### src/rtl/r_mem_reader_if.sv
// Output stream of the R/modulus ROM reader: one word per valid/ready handshake,
// with a last marker on the final word of a run.
interface r_mem_reader_if #(
  parameter int DATA_WIDTH = 32
);
  logic [DATA_WIDTH-1:0] out_data;
  logic                  out_valid;
  logic                  out_ready;
  logic                  out_last;

  modport master (
    output out_data,
    output out_valid,
    output out_last,
    input  out_ready
  );

  modport slave (
    input  out_data,
    input  out_valid,
    input  out_last,
    output out_ready
  );
endinterface

### src/rtl/r_mem_reader.sv
// Sequencer around the constant ROM: issues a contiguous address run, realigns the
// ROM's fixed read latency with a tag pipe and streams words out through a credit-limited FIFO.
module r_mem_reader #(
  parameter int ADDR_WIDTH   = 8,
  parameter int DATA_WIDTH   = 32,
  parameter int READ_LATENCY = 2,
  parameter int FIFO_DEPTH   = 4
) (
  input  logic                  clock,
  input  logic                  reset_n,
  input  logic                  start,
  input  logic [ADDR_WIDTH-1:0] base_addr,
  input  logic [ADDR_WIDTH:0]   word_count,
  output logic                  busy,
  output logic                  done,
  output logic [ADDR_WIDTH-1:0] mem_address,
  input  logic [DATA_WIDTH-1:0] mem_q,
  r_mem_reader_if.master        out_if
);

  localparam int PTR_W = (FIFO_DEPTH > 1) ? $clog2(FIFO_DEPTH) : 1;
  localparam int CNT_W = $clog2(FIFO_DEPTH + 1);
  localparam int CRD_W = CNT_W + 1;

  typedef enum logic [1:0] {
    IDLE,
    ISSUE,
    DRAIN
  } state_e;

  state_e                  state_q, state_d;
  logic [ADDR_WIDTH-1:0]   next_addr_q, next_addr_d;
  logic [ADDR_WIDTH:0]     remaining_q, remaining_d;
  logic [ADDR_WIDTH-1:0]   mem_address_q, mem_address_d;
  logic                    done_q, done_d;
  logic                    last_accepted_q, last_accepted_d;

  logic [READ_LATENCY-1:0] tag_valid_q, tag_valid_d;
  logic [READ_LATENCY-1:0] tag_last_q, tag_last_d;

  logic [DATA_WIDTH-1:0]   fifo_data_q [FIFO_DEPTH];
  logic [DATA_WIDTH-1:0]   fifo_data_d [FIFO_DEPTH];
  logic [FIFO_DEPTH-1:0]   fifo_last_q, fifo_last_d;
  logic [PTR_W-1:0]        rd_ptr_q, rd_ptr_d;
  logic [PTR_W-1:0]        wr_ptr_q, wr_ptr_d;
  logic [CNT_W-1:0]        fifo_count_q, fifo_count_d;

  logic [CRD_W-1:0]        inflight;
  logic                    credit_ok;
  logic                    issue;
  logic                    issue_last;
  logic                    push;
  logic                    pop;
  logic                    fifo_empty;

  assign fifo_empty = (fifo_count_q == '0);
  assign push       = tag_valid_q[READ_LATENCY-1];
  assign pop        = out_if.out_valid && out_if.out_ready;

  // Every issued read owns a FIFO slot until it is popped, so issuing only while
  // (tags in flight + stored words) < depth makes overflow impossible.
  always_comb begin
    inflight = '0;
    for (int i = 0; i < READ_LATENCY; i++) begin
      inflight = inflight + CRD_W'(tag_valid_q[i]);
    end
    credit_ok = ((CRD_W'(fifo_count_q) + inflight) < CRD_W'(FIFO_DEPTH));
  end

  // NOTE: every variable written in a combinational block gets a default first;
  // a path that skips an assignment would otherwise infer a latch.
  always_comb begin
    state_d         = state_q;
    next_addr_d     = next_addr_q;
    remaining_d     = remaining_q;
    mem_address_d   = mem_address_q;
    done_d          = 1'b0;
    last_accepted_d = last_accepted_q;
    issue           = 1'b0;
    issue_last      = 1'b0;

    if (pop && out_if.out_last) begin
      last_accepted_d = 1'b1;
    end

    case (state_q)
      IDLE: begin
        if (start) begin
          if (word_count == '0) begin
            done_d = 1'b1;
          end else begin
            next_addr_d     = base_addr;
            remaining_d     = word_count;
            last_accepted_d = 1'b0;
            state_d         = ISSUE;
          end
        end
      end

      ISSUE: begin
        if (credit_ok) begin
          issue         = 1'b1;
          issue_last    = (remaining_q == (ADDR_WIDTH + 1)'(1));
          mem_address_d = next_addr_q;
          next_addr_d   = next_addr_q + ADDR_WIDTH'(1);
          remaining_d   = remaining_q - (ADDR_WIDTH + 1)'(1);
          if (issue_last) begin
            state_d = DRAIN;
          end
        end
      end

      DRAIN: begin
        if (fifo_empty && (inflight == '0) && last_accepted_q) begin
          done_d  = 1'b1;
          state_d = IDLE;
        end
      end

      default: state_d = IDLE;
    endcase
  end

  // Tag pipe mirrors the ROM latency: a tag exits exactly when its word is on mem_q.
  always_comb begin
    tag_valid_d    = '0;
    tag_last_d     = '0;
    tag_valid_d[0] = issue;
    tag_last_d[0]  = issue_last;
    for (int i = 1; i < READ_LATENCY; i++) begin
      tag_valid_d[i] = tag_valid_q[i-1];
      tag_last_d[i]  = tag_last_q[i-1];
    end
  end

  always_comb begin
    fifo_data_d  = fifo_data_q;
    fifo_last_d  = fifo_last_q;
    rd_ptr_d     = rd_ptr_q;
    wr_ptr_d     = wr_ptr_q;
    fifo_count_d = fifo_count_q;

    if (pop) begin
      rd_ptr_d = rd_ptr_q + PTR_W'(1);
    end
    // On a full FIFO the write lands in the slot being popped this same edge.
    if (push) begin
      fifo_data_d[wr_ptr_q] = mem_q;
      fifo_last_d[wr_ptr_q] = tag_last_q[READ_LATENCY-1];
      wr_ptr_d              = wr_ptr_q + PTR_W'(1);
    end

    case ({push, pop})
      2'b10:   fifo_count_d = fifo_count_q + CNT_W'(1);
      2'b01:   fifo_count_d = fifo_count_q - CNT_W'(1);
      default: fifo_count_d = fifo_count_q;
    endcase
  end

  // NOTE: state registers use non-blocking assignments so every flop samples
  // the pre-edge value of every other flop.
  always_ff @(posedge clock or negedge reset_n) begin
    if (!reset_n) begin
      state_q         <= IDLE;
      next_addr_q     <= '0;
      remaining_q     <= '0;
      mem_address_q   <= '0;
      done_q          <= 1'b0;
      last_accepted_q <= 1'b0;
      tag_valid_q     <= '0;
      tag_last_q      <= '0;
      fifo_last_q     <= '0;
      rd_ptr_q        <= '0;
      wr_ptr_q        <= '0;
      fifo_count_q    <= '0;
      // NOTE: the FIFO storage is reset (not just its pointers) because its head
      // drives out_data, which must read 0 out of reset; only a few entries exist.
      for (int i = 0; i < FIFO_DEPTH; i++) begin
        fifo_data_q[i] <= '0;
      end
    end else begin
      state_q         <= state_d;
      next_addr_q     <= next_addr_d;
      remaining_q     <= remaining_d;
      mem_address_q   <= mem_address_d;
      done_q          <= done_d;
      last_accepted_q <= last_accepted_d;
      tag_valid_q     <= tag_valid_d;
      tag_last_q      <= tag_last_d;
      fifo_data_q     <= fifo_data_d;
      fifo_last_q     <= fifo_last_d;
      rd_ptr_q        <= rd_ptr_d;
      wr_ptr_q        <= wr_ptr_d;
      fifo_count_q    <= fifo_count_d;
    end
  end

  assign busy             = (state_q != IDLE);
  assign done             = done_q;
  assign mem_address      = mem_address_q;
  assign out_if.out_valid = !fifo_empty;
  assign out_if.out_data  = fifo_data_q[rd_ptr_q];
  assign out_if.out_last  = fifo_last_q[rd_ptr_q];

  a_fifo_no_overflow : assert property (
    @(posedge clock) disable iff (!reset_n)
    !(push && !pop && (fifo_count_q == CNT_W'(FIFO_DEPTH)))
  );

endmodule

### src/flat_wrapper.sv
// flat-port wrapper written by rule: the top's interface ports become plain ports
module r_mem_reader_flat 
#(
  parameter int ADDR_WIDTH   = 8,
  parameter int DATA_WIDTH   = 32,
  parameter int READ_LATENCY = 2,
  parameter int FIFO_DEPTH   = 4
)
  (clock, reset_n, start, base_addr, word_count, busy, done, mem_address, mem_q, out_if_out_data, out_if_out_valid, out_if_out_last, out_if_out_ready);
  r_mem_reader_if #(.DATA_WIDTH(DATA_WIDTH)) out_if_i ();
  input  logic clock;
  input  logic reset_n;
  input  logic start;
  input  logic [ADDR_WIDTH-1:0] base_addr;
  input  logic [ADDR_WIDTH:0] word_count;
  output logic busy;
  output logic done;
  output logic [ADDR_WIDTH-1:0] mem_address;
  input  logic [DATA_WIDTH-1:0] mem_q;
  output wire logic [$bits(out_if_i.out_data)-1:0] out_if_out_data;
  output wire logic [$bits(out_if_i.out_valid)-1:0] out_if_out_valid;
  output wire logic [$bits(out_if_i.out_last)-1:0] out_if_out_last;
  input wire logic [$bits(out_if_i.out_ready)-1:0] out_if_out_ready;
  assign out_if_out_data = out_if_i.out_data;
  assign out_if_out_valid = out_if_i.out_valid;
  assign out_if_out_last = out_if_i.out_last;
  assign out_if_i.out_ready = out_if_out_ready;
  r_mem_reader #(.ADDR_WIDTH(ADDR_WIDTH), .DATA_WIDTH(DATA_WIDTH), .READ_LATENCY(READ_LATENCY), .FIFO_DEPTH(FIFO_DEPTH)) u_core (.clock(clock), .reset_n(reset_n), .start(start), .base_addr(base_addr), .word_count(word_count), .busy(busy), .done(done), .mem_address(mem_address), .mem_q(mem_q), .out_if(out_if_i));
endmodule
### config.mk
export PLATFORM = sky130hd
export DESIGN_NAME = r_mem_reader_flat
export DESIGN_NICKNAME = d
export VERILOG_FILES = /design/src/rtl/r_mem_reader_if.sv /design/src/rtl/r_mem_reader.sv /design/src/flat_wrapper.sv
export SDC_FILE = /design/constraint.sdc
export NUM_CORES = 1
export LEC_CHECK = 0
export ABC_AREA = 1
export BUFFER_PORTS_ARGS = -buffer_cell sky130_fd_sc_hd__buf_2
export CORE_ASPECT_RATIO = 0.5
export CORE_MARGIN = 2
export CORE_UTILIZATION = 25
export CTS_CLUSTER_DIAMETER = 200
export DETAILED_ROUTE_END_ITERATION = 6
export PLACE_DENSITY_LB_ADDON = 0.15
export SLEW_MARGIN = 40
export SYNTH_ARGS = -nofsm -noshare
export SYNTH_HDL_FRONTEND = slang
export SYNTH_SLANG_ARGS = --single-unit
### constraint.sdc
create_clock -name clock -period 1.9 [get_ports clock]
set_input_delay 0 -clock clock [delete_from_list [all_inputs] [get_ports clock]]
set_output_delay 0 -clock clock [all_outputs]
set_load 0.03 [all_outputs]
==> metrics.md <==
| Metric | Value |
|---|---|
| Top cell type by total area after synthesis | dfrtp_1 |
| Critical path arrival | 1.78 ns |
| Tcrit/Tclk final | 0.936 |
| Largest net degree at the start of global routing | 67 |
| Max incr delay on CP | 0.44 ns |
| Worst path slowest cell | dfrtp_2 |
| Multi-input gate area | 3100 µm² |
| Path length in cells of the critical path | 5 |
| Detailed Place HPWL | 13.9 mm |
| Flops & latches, synth | 172 |
| Final wirelength | 21.6 mm |
| Max-cap violations | 0 |
| Unrepaired setup endpoints after global routing | true |
| Max clock buf depth | 2 |
| CTS buffer count | 17 |
| Htree depth | 4 |
| Worst path cell trace | inv_2 > buf_12 > o21ai_0 > o22ai_1 > buf_2 |
| Routed WL per cell | 14.1 µm |
| First-pass GRT wire length | 35.3 mm |
| Syn_nets | 1019 |
| Rel. slew slack | 0.724 |
| Clock power frac | 0.186 |
| Worst slack, placed | 0.0834 ns |
| Drt initial violations | 444 |
| Max Clk Rate | 0.562 GHz |
| Top post-synthesis cells by count | nand2_1, o21ai_0, dfrtp_1, nor2_1, inv_1 |
| Fin nets | 1160 |
| DIE HEIGHT | 130 µm |
| Post-synth EDFFs | 0 |
| Final Hold Viols | 0 |
| Final Max Tran Viols | 0 |
| Layout cell share with drive strength beyond 1 | 0.162 |
| R2r endpoint | u_core.fifo_count_q[2] |
| ANT cells | 0 |
| Vias post-DR | 6697 |
| Row cnt | 45 |
| Critical path class | flop to output pin |
| Final Setup Violations | 0 |
| Most used DFF post-synth | dfrtp_1 |
| Reg2Reg Depth | 10 |
| Worst skew pair latency | 0.45 ns |
| Grt ovf | 0 |
| Sw power | 8.46 mW |
| Worst slew pin tran | 0.413 ns |
| Startpoint Class | flop |
| Top cell type's share of synthesized area | 0.546 |
| Switching part of the total | 0.451 |
| Worst R2R Setup Slack | 0.16 ns |
| Min-delay worst type | flop to flop |
| Flip-flop and latch area | 4310 µm² |
| DRT antenna net count | 0 |
| P&R area growth vs syn | 28.4% |
| Seq pwr share | 0.348 |
| Cell-internal power | 10.3 mW |
| Vias in the first global route | 6541 |
| Vias per inst | 4.37 |
| Static Leak | 4.93 nW |
| End of the critical path | out_if_out_data[25] |
| Endpoint class of the critical path | output pin |
| Reg clk slew, reported paths | 0.07 ns |
| Worst-path maximum fanout | 37 |
| Worst EP required | 1.90 ns |
| Cell Pwr Density | 1850 nW/µm² |
| Library cells used by synthesis | 31 |
| # DRC | 0 |
| Die W | 255 µm |
| Cell count after synthesis | 954 |
| Die area | 33100 µm² |
| Syn Area/Cell | 8.27 µm² |
| Placed insts | 1444 |
| Logic pwr share | 0.466 |
| Max IR drop VDD | 0.000985 V |
| GRT Util Overall | 0.139 |
| Synth warn | 0 |
| Asr flop ratio synth | 1.00 |
| Synth Cell Area | 7890 µm² |
| CP Buf/Inv Count | 3 |
| # fillers | 3253 |
| Sequential fraction of the synthesis area | 0.546 |
| Buffers on Ports | 96 |
| Hold slack | 0.360 ns |
| Routability-driven placement congestion ratio | 0.765 |
| Core area | 30700 µm² |
| Initial antenna violation count | 0 |
| DR pass1 iterations | 5 |
| Setup slack after layout | 0.121 ns |
| Starting Density | 0.257 |
| Setup_tns | 0 ns |
| Main area contributors after synthesis | dfrtp_1, o21ai_0, nand2_1, nor2_1, inv_1 |
| I/O pin count | 97 |
| Delay-heaviest family, CP | buffers and inverters |
| Layout Cells excl Fill | 1531 |
| Clk sinks | 172 |
| Max Clock Skew | 0.0108 ns |
| Fin crit period | 1.78 ns |
| Reg2reg start | u_core.fifo_count_q[0] |
| Outcome | completed |
| Count leader, synth | nand2_1 |
| Root Buffer | clkbuf_16 |
| CTS tree | built |
| Crit path launch | u_core.rd_ptr_q[0] |
| Final Util | 0.330 |
## layer usage
| metal | vias up | GRT usage | wire length, µm |
|---|---|---|---|
| met2 | 91 | 0.228 | 10200 |
| met3 | 19 | 0.0281 | 601 |
| met1 | 3199 | 0.184 | 10500 |
| met4 | 0 | 0.0471 | 276 |
| li1 | 3388 | - | - |
| met5 | - | 0 | 0 |
## how the worst min path moves through the flow
stage	start	to	slack (ns)	cells after the start
6_report	u_core.tag_last_q[0]	u_core.tag_last_q[1]	0.36	0
5_1_grt	u_core.tag_last_q[0]	u_core.tag_last_q[1]	0.38	0
4_1_cts	u_core.tag_last_q[0]	u_core.tag_last_q[1]	0.36	0
3_5_place_dp	reset_n	u_core.remaining_q[3]	-0.08	1
3_3_place_gp	reset_n	u_core.remaining_q[3]	-0.09	1
2_1_floorplan	reset_n	u_core.done	-0.30	0
## worst reg2reg max path, stage by stage, from the launching register on
cell and delay, ns:
dfrtp_1 0.39, inv_2 0.08, nand2_2 0.07, nand2_1 0.07, inv_2 0.07, ha_1 0.14
inv_1 0.07, fa_1 0.38, a21oi_1 0.14, o21ai_1 0.09, xnor2_1 0.13
## cells in the final DEF, fill, tap and decap left out, types with 3 or more instances in the layout
cell,n
inv_2,6
inv_1,59
buf_4,18
a21oi_1,4
nor2_2,3
buf_12,9
dlygate4sd3_1,54
nand4_1,3
nand3_1,21
ha_1,11
dfrtp_1,171
o21ai_0,210
nand2_2,6
clkinv_4,3
nor2_1,90
clkbuf_16,17
inv_6,6
o22ai_1,30
nand2_1,255
o21ai_1,6
buf_2,94
## layout make-up
class,count,area share
Inverter,66,0.0247
Clock buffer,17,0.0420
Clock inverter,15,0.0154
Timing Repair Buffer,178,0.134
Sequential cell,172,0.425
Tap cell,423,0.0523
Multi-Input combinational cell,660,0.306
## repair_timing
item                                   CTS  global route
gates cloned                             0             0
setup buffers                            0             1
hold buffers                            54             0
gates resized for setup                  2             7
setup endpoints to repair                2             4
endpoints found under the hold margin  322             0
## sequential cells by signal, indices dropped and copies added (netlist names), 3 cells and up
name and flops:
u_core.fifo_count_q 3, u_core.fifo_data_q 128, u_core.fifo_last_q 4, u_core.mem_address 8, u_core.next_addr_q 8, u_core.remaining_q 9
## power groups by stage
stage | sequential, mW | clock [mW] | combinational [mW]
final | 6.53 | 3.49 | 8.74
after global routing | 6.78 | 3.80 | 9.88
after CTS | 6.51 | 3.61 | 8.88
after detailed placement | 6.55 | 0 | 8.76
after global placement | 6.53 | 0 | 8.63
after floorplan | 6.42 | 0 | 6.09
## cell families after synthesis
logic type               share of synthesized area
adder cells (fa/ha/maj)                     0.0200
AO/OA/AOI/OAI                                0.167
flip-flops                                   0.546
buffers and inverters                       0.0644
AND/OR/NAND/NOR                              0.196
XOR/XNOR                                   0.00444
multiplexers                               0.00254
## per-stage QoR
step           cell area (µm²)  total power [mW]
2_1_floorplan             7890              12.5
3_3_place_gp              8970              15.2
3_5_place_dp              8970              15.3
4_1_cts                  10100              19.0
5_1_grt                  10100              20.5
6_report                 10100              18.8
No activity file was read; power rests on OpenSTA's default activity.
